$ cat config.mk
export PLATFORM = sky130hd
export DESIGN_NAME = mvau_wmem_streamer_flat
export DESIGN_NICKNAME = d
export VERILOG_FILES = /design/src/rtl/mvau_wmem_streamer_if.sv /design/src/rtl/mvau_wmem_streamer.sv /design/src/flat_wrapper.sv
export SDC_FILE = /design/constraint.sdc
export NUM_CORES = 1
export LEC_CHECK = 0
export BUFFER_PORTS_ARGS = -buffer_cell sky130_fd_sc_hd__buf_2
export CAP_MARGIN = 20
export CORE_MARGIN = 4
export CORE_UTILIZATION = 54
export DETAILED_ROUTE_END_ITERATION = 16
export PLACE_DENSITY = 0.79
export SYNTH_ARGS = -nofsm -noshare
export SYNTH_HDL_FRONTEND = slang
export SYNTH_SLANG_ARGS = --single-unit
$ cat constraint.sdc
create_clock -name aclk -period 3.2 [get_ports aclk]
set_input_delay 0.32 -clock aclk [delete_from_list [all_inputs] [get_ports aclk]]
set_output_delay 0.32 -clock aclk [all_outputs]
set_load 0.02 [all_outputs]
$ cat src/rtl/mvau_wmem_streamer_if.sv
// Weight stream interface between the MVAU weight streamer and a PE.
// master drives out_v/out_wgt/out_last, slave drives out_rdy.
interface mvau_wmem_streamer_if #(
  parameter int W = 2
);
  logic         out_v;
  logic         out_rdy;
  logic [W-1:0] out_wgt;
  logic         out_last;

  modport master (
    output out_v,
    output out_wgt,
    output out_last,
    input  out_rdy
  );

  modport slave (
    input  out_v,
    input  out_wgt,
    input  out_last,
    output out_rdy
  );
endinterface

$ cat src/rtl/mvau_wmem_streamer.sv
// MVAU weight memory address sequencer with a 2-entry skid buffer.
// Ports: aclk/areset (sync, high), start/busy/done frame control,
//   wmem_addr/wmem_out to a 1-cycle-latency memory, out_if weight stream.
module mvau_wmem_streamer #(
  parameter int SIMD         = 2,
  parameter int TW           = 1,
  parameter int WMEM_DEPTH   = 4,
  parameter int WMEM_ADDR_BW = 4,
  parameter int NUM_REPS     = 2
) (
  input  logic                    aclk,
  input  logic                    areset,
  input  logic                    start,
  output logic                    busy,
  output logic                    done,
  output logic [WMEM_ADDR_BW-1:0] wmem_addr,
  input  logic [SIMD*TW-1:0]      wmem_out,
  mvau_wmem_streamer_if.master    out_if
);

  localparam int W  = SIMD * TW;
  localparam int PW = (NUM_REPS > 1) ? $clog2(NUM_REPS) : 1;
  localparam int AW = WMEM_ADDR_BW;

  localparam logic [1:0] S_IDLE  = 2'd0;
  localparam logic [1:0] S_RUN   = 2'd1;
  localparam logic [1:0] S_DRAIN = 2'd2;

  localparam logic [AW-1:0] LAST_ADDR = AW'(WMEM_DEPTH - 1);
  localparam logic [PW-1:0] LAST_PASS = PW'(NUM_REPS - 1);

  typedef struct packed {
    logic         last;
    logic [W-1:0] wgt;
  } ent_t;

  logic [1:0]    state_q, state_d;
  logic [AW-1:0] addr_q, addr_d;
  logic [PW-1:0] pass_q, pass_d;
  logic          infl_q, infl_d;
  logic          infl_last_q, infl_last_d;
  logic [1:0]    occ_q, occ_d;
  ent_t          head_q, head_d;
  ent_t          tail_q, tail_d;
  logic          done_q, done_d;

  logic       out_v;
  logic       pop;
  logic       issue;
  logic       wrap;
  logic       last_rd;
  logic       fin;
  logic [2:0] fill;
  ent_t       cap;

  assign out_v = (occ_q != 2'd0);
  assign pop   = out_v & out_if.out_rdy;

  always_comb begin
    fill    = {1'b0, occ_q} + {2'b0, infl_q};
    // Reserve a slot for every word already owed to the buffer.
    issue   = (state_q == S_RUN) && (fill <= 3'd1 + {2'b0, pop});
    wrap    = (addr_q == LAST_ADDR);
    last_rd = issue && wrap && (pass_q == LAST_PASS);
    // Final word leaves with nothing behind it and nothing in flight.
    fin     = (state_q == S_DRAIN) && pop
              && (occ_q == 2'd1) && !infl_q;
    cap     = '{last: infl_last_q, wgt: wmem_out};

    state_d     = state_q;
    addr_d      = addr_q;
    pass_d      = pass_q;
    occ_d       = occ_q;
    head_d      = head_q;
    tail_d      = tail_q;
    infl_d      = issue;
    infl_last_d = issue && wrap;
    done_d      = fin;

    unique case (1'b1)
      (state_q == S_IDLE): begin
        if (start) begin
          state_d = S_RUN;
          addr_d  = '0;
          pass_d  = '0;
        end
      end
      (state_q == S_RUN): begin
        if (last_rd) state_d = S_DRAIN;
      end
      (state_q == S_DRAIN): begin
        if (fin) begin
          state_d = S_IDLE;
          addr_d  = '0;
        end
      end
      default: state_d = S_IDLE;
    endcase

    if (issue) begin
      addr_d = wrap ? '0 : addr_q + AW'(1);
      if (wrap) pass_d = last_rd ? '0 : pass_q + PW'(1);
    end

    if (infl_q && pop) begin
      if (occ_q == 2'd2) begin
        head_d = tail_q;
        tail_d = cap;
      end else begin
        head_d = cap;
      end
    end else if (pop) begin
      head_d = tail_q;
      occ_d  = occ_q - 2'd1;
    end else if (infl_q) begin
      if (occ_q == 2'd0) head_d = cap;
      else               tail_d = cap;
      occ_d = occ_q + 2'd1;
    end
  end

  always_ff @(posedge aclk) begin
    if (areset) begin
      state_q     <= S_IDLE;
      addr_q      <= '0;
      pass_q      <= '0;
      infl_q      <= 1'b0;
      infl_last_q <= 1'b0;
      occ_q       <= 2'd0;
      head_q      <= '0;
      tail_q      <= '0;
      done_q      <= 1'b0;
    end else begin
      state_q     <= state_d;
      addr_q      <= addr_d;
      pass_q      <= pass_d;
      infl_q      <= infl_d;
      infl_last_q <= infl_last_d;
      occ_q       <= occ_d;
      head_q      <= head_d;
      tail_q      <= tail_d;
      done_q      <= done_d;
    end
  end

  assign busy            = (state_q == S_RUN) || (state_q == S_DRAIN);
  assign done            = done_q;
  assign wmem_addr       = addr_q;
  assign out_if.out_v    = out_v;
  assign out_if.out_wgt  = head_q.wgt;
  assign out_if.out_last = head_q.last;

  a_no_overflow: assert property (
    @(posedge aclk) disable iff (areset)
    (occ_q != 2'd3) && !((occ_q == 2'd2) && infl_q)
  );

endmodule

$ cat src/flat_wrapper.sv
// flat-port wrapper written by rule: the top's interface ports become plain ports
module mvau_wmem_streamer_flat 
#(
  parameter int SIMD         = 2,
  parameter int TW           = 1,
  parameter int WMEM_DEPTH   = 4,
  parameter int WMEM_ADDR_BW = 4,
  parameter int NUM_REPS     = 2
)
  (aclk, areset, start, busy, done, wmem_addr, wmem_out, out_if_out_v, out_if_out_wgt, out_if_out_last, out_if_out_rdy);
  mvau_wmem_streamer_if #(.W((SIMD * TW))) out_if_i ();
  input  logic aclk;
  input  logic areset;
  input  logic start;
  output logic busy;
  output logic done;
  output logic [WMEM_ADDR_BW-1:0] wmem_addr;
  input  logic [SIMD*TW-1:0] wmem_out;
  output wire logic [$bits(out_if_i.out_v)-1:0] out_if_out_v;
  output wire logic [$bits(out_if_i.out_wgt)-1:0] out_if_out_wgt;
  output wire logic [$bits(out_if_i.out_last)-1:0] out_if_out_last;
  input wire logic [$bits(out_if_i.out_rdy)-1:0] out_if_out_rdy;
  assign out_if_out_v = out_if_i.out_v;
  assign out_if_out_wgt = out_if_i.out_wgt;
  assign out_if_out_last = out_if_i.out_last;
  assign out_if_i.out_rdy = out_if_out_rdy;
  mvau_wmem_streamer #(.SIMD(SIMD), .TW(TW), .WMEM_DEPTH(WMEM_DEPTH), .WMEM_ADDR_BW(WMEM_ADDR_BW), .NUM_REPS(NUM_REPS)) u_core (.aclk(aclk), .areset(areset), .start(start), .busy(busy), .done(done), .wmem_addr(wmem_addr), .wmem_out(wmem_out), .out_if(out_if_i));
endmodule
==> flow_metrics.tcl <==
set metrics [dict create \
    insertion_delay_ns 0.29 \
    via_per_inst 5.497 \
    top_usage_layer "met2" \
    ys_seq_area_share_pct 35.73 \
    worstHoldPathType "primary input to flip-flop" \
    track_usage_pct 16.31 \
    fin_crit_sh_pct 88.08 \
    cts_tree "done" \
    ys_types 40 \
    setup_viol 0 \
    holdBufCountCts 0 \
    rsz0062_at_grt "no" \
    grt_pass1_wl_microns 3249 \
    pre_cts_slack_ns 0.3718 \
    cap_violations 0 \
    wl_microns 1783 \
    port_buffers 15 \
    synth_area_per_cell_sq_um 9.985 \
    ctsResizeCount 0 \
    ant_nets 0 \
    endpoint "u_core.wmem_addr[2]$_SDFFE_PP0P_" \
    holdWs_ns 0.2839 \
    syn_inst 101 \
    drc 0 \
    overflow 0 \
    place_congestion 0.7052 \
    crit_family "simple AND/OR/NAND/NOR gates" \
    vias 786 \
    cp_max_fo 8 \
    initial_utilization_pct 57.78 \
    cts_setup_buffers 0 \
    core_sq_um 1745 \
    ys_ff_latch 18 \
    worstReg2RegStart "u_core.occ_q[1]$_SDFFE_PP0P_" \
    max_stage_delay_ns 0.48 \
    fmax_ghz 0.3548 \
    worstRegToRegCells 9 \
    cp.depth 9 \
    use_met1_pct 19.42 \
    use_met2_pct 28.11 \
    cts-root-buf "clkbuf_4" \
    crit_start "u_core.occ_q[1]$_SDFFE_PP0P_" \
    dieArea_sq_um 2623 \
    drt-pass1-iter-count 4 \
    io_pins 16 \
    min_from "wmem_out[1]" \
    htreeDepth 1 \
    slew_viol_final 0 \
    slew_headroom_pct 51.51 \
    power.leakage_nw 0.4850 \
    crit_arrival_ns 3.06 \
    areaGrowthSynthToFinish_pct 12.66 \
    clock_sinks 18 \
    required_ns 3.45 \
    rows 15 \
    wl_per_cell_microns 12.47 \
    crit_type "flip-flop to flip-flop" \
    synth-edff-count 0 \
    status "complete, no violations" \
    hold_viol 0 \
    peakVddDrop_uv 411.8 \
    final_common_cell "dfxtp_1" \
    cts_max_path_buffers 2 \
    ys_warn_count 0 \
    multi_input_area_sq_um 603.1 \
    place_hpwl_microns 1375 \
    worst_path_max_delay_cell "fa_1" \
    timing.rr.end "u_core.wmem_addr[2]$_SDFFE_PP0P_" \
    synthFlopType "dfxtp_1" \
    synth_area_leaders "dfxtp_1 (36%), ha_1 (11%), mux2i_1 (4.0%)" \
    fin_nets 135 \
    grt_pass1_vias 757 \
    drtIter0Drc 18 \
    period_needed_ns 2.819 \
    clkTransAtPathRegs_ns 0.10 \
    antenna_found_initial 0 \
    power_density_nw_per_um2 731.1 \
    met3_usage_pct 3.790 \
    cts_buffers 3 \
    netlist_area_sq_um 1008 \
    grt_max_degree 16 \
    die_w_microns 51.22 \
    setup_ws_ns 0.3814 \
    syn_nets 117 \
    worstPathCellList "inv_1, ha_1, nor2b_2, fa_1, nor2_1, o22ai_4, nor4b_4, and4b_1, a221o_2" \
    final_cell_mix "dfxtp_1 (18), buf_2 (15), nor2_1 (10)" \
    critPathCaptureType "flip-flop" \
    critical_path_buf_inv_count 1 \
    async_flop_share_pct 0 \
    skew_ns 0.001070 \
    yosysTopAreaCell "dfxtp_1" \
    fillers 140 \
    drive_above_1_share_pct 26.27 \
    die_h_microns 51.22 \
    synth_top_cell_area_share_pct 35.73 \
    seq_area_sq_um 360.3 \
    diodes 0 \
    ff2ff_setup_slack_ns 0.38 \
    start_kind "flip-flop" \
    tightest_slew_ns 0.7258 \
    tns_ns 0 \
]
==> worst reg2reg max path, stage by stage (launching register included) <==
cell	delay, ns
dfxtp_1	0.39
inv_1	0.12
ha_1	0.26
nor2b_2	0.37
fa_1	0.48
nor2_1	0.21
o22ai_4	0.13
nor4b_4	0.43
and4b_1	0.25
a221o_2	0.11
==> layer usage <==
layer / up-vias / routed length [microns]
met2: 16 / 838
met5: - / 0
met4: 0 / 29
li1: 393 / -
met1: 373 / 835
met3: 4 / 80
==> area by class of cell <==
cell class	count	share of cell area (%)
sequential	18	31.72
tap	25	2.753
multi-input combinational	73	53.08
clock buffer	4	3.194
inverter	8	2.643
timing repair buffer	15	6.608
==> worst min-delay path by stage <==
stage / endpoint / depth (start not counted)
after CTS: u_core.tail_q[1]$_SDFFE_PP0P_ / 3
after floorplan: u_core.infl_q$_SDFF_PP0_ / 1
after detailed placement: u_core.out_if.out_last$_SDFFE_PP0P_ / 2
after global routing: u_core.tail_q[1]$_SDFFE_PP0P_ / 3
after global placement: u_core.tail_q[1]$_SDFFE_PP0P_ / 2
final: u_core.tail_q[1]$_SDFFE_PP0P_ / 3
==> registers in the layout, indices dropped and copies added, names as in the netlist <==
| register | count |
|---|---|
| u_core.out_if.out_wgt | 2 |
| u_core.tail_q | 3 |
| u_core.occ_q | 2 |
| u_core.done | 1 |
| u_core.state_q | 2 |
| u_core.infl_q | 1 |
| u_core.pass_q | 1 |
| u_core.out_if.out_last | 1 |
| u_core.infl_last_q | 1 |
| u_core.wmem_addr | 4 |
==> metrics by stage <==
| stage | power, mW | cell area [sq um] | std cells | util (%) |
|---|---|---|---|---|
| floorplan | 0.6198 | 1008 | 101 | - |
| global placement | 0.6828 | 1100 | 139 | 63.01 |
| detailed placement | 0.6972 | 1100 | 139 | 63.01 |
| CTS | 0.8383 | 1136 | 143 | 65.09 |
| global route | 0.9032 | 1136 | 143 | 65.09 |
| finish | 0.8306 | 1136 | 143 | 65.09 |
==> cells by family (layout without fill, tap and decap cells) <==
kind of cell             count (synthesis)  in the layout  share of synthesized area (%)
AO/OA/AOI/OAI                           19             19                          16.38
adder cells (fa/ha/maj)                 11             11                          14.14
multiplexers                             4              4                          3.970
buffers and inverters                   10             27                          4.466
AND/OR/NAND/NOR                         36             36                          22.70
flip-flops                              18             18                          35.73
XOR/XNOR                                 3              3                          2.606
==> where the power goes <==
part / total, mW / switching (mW) / internal (mW)
clock network: 0.140 / 0.0703 / 0.0694
registers: 0.294 / 0.0303 / 0.264
logic: 0.397 / 0.234 / 0.163
==> synthesized netlist by cell type, types with 2 or more instances <==
cell	count
nor2_1	10
inv_1	8
nand2_1	3
a22o_1	3
o21ai_0	2
a41oi_1	2
ha_1	9
nor2b_1	2
xnor2_1	2
o22ai_1	3
mux2i_1	4
nand2b_1	2
dfxtp_1	18
nor3b_1	2
nor3_1	5
and4b_1	2
(Power assumes the default switching activity.)
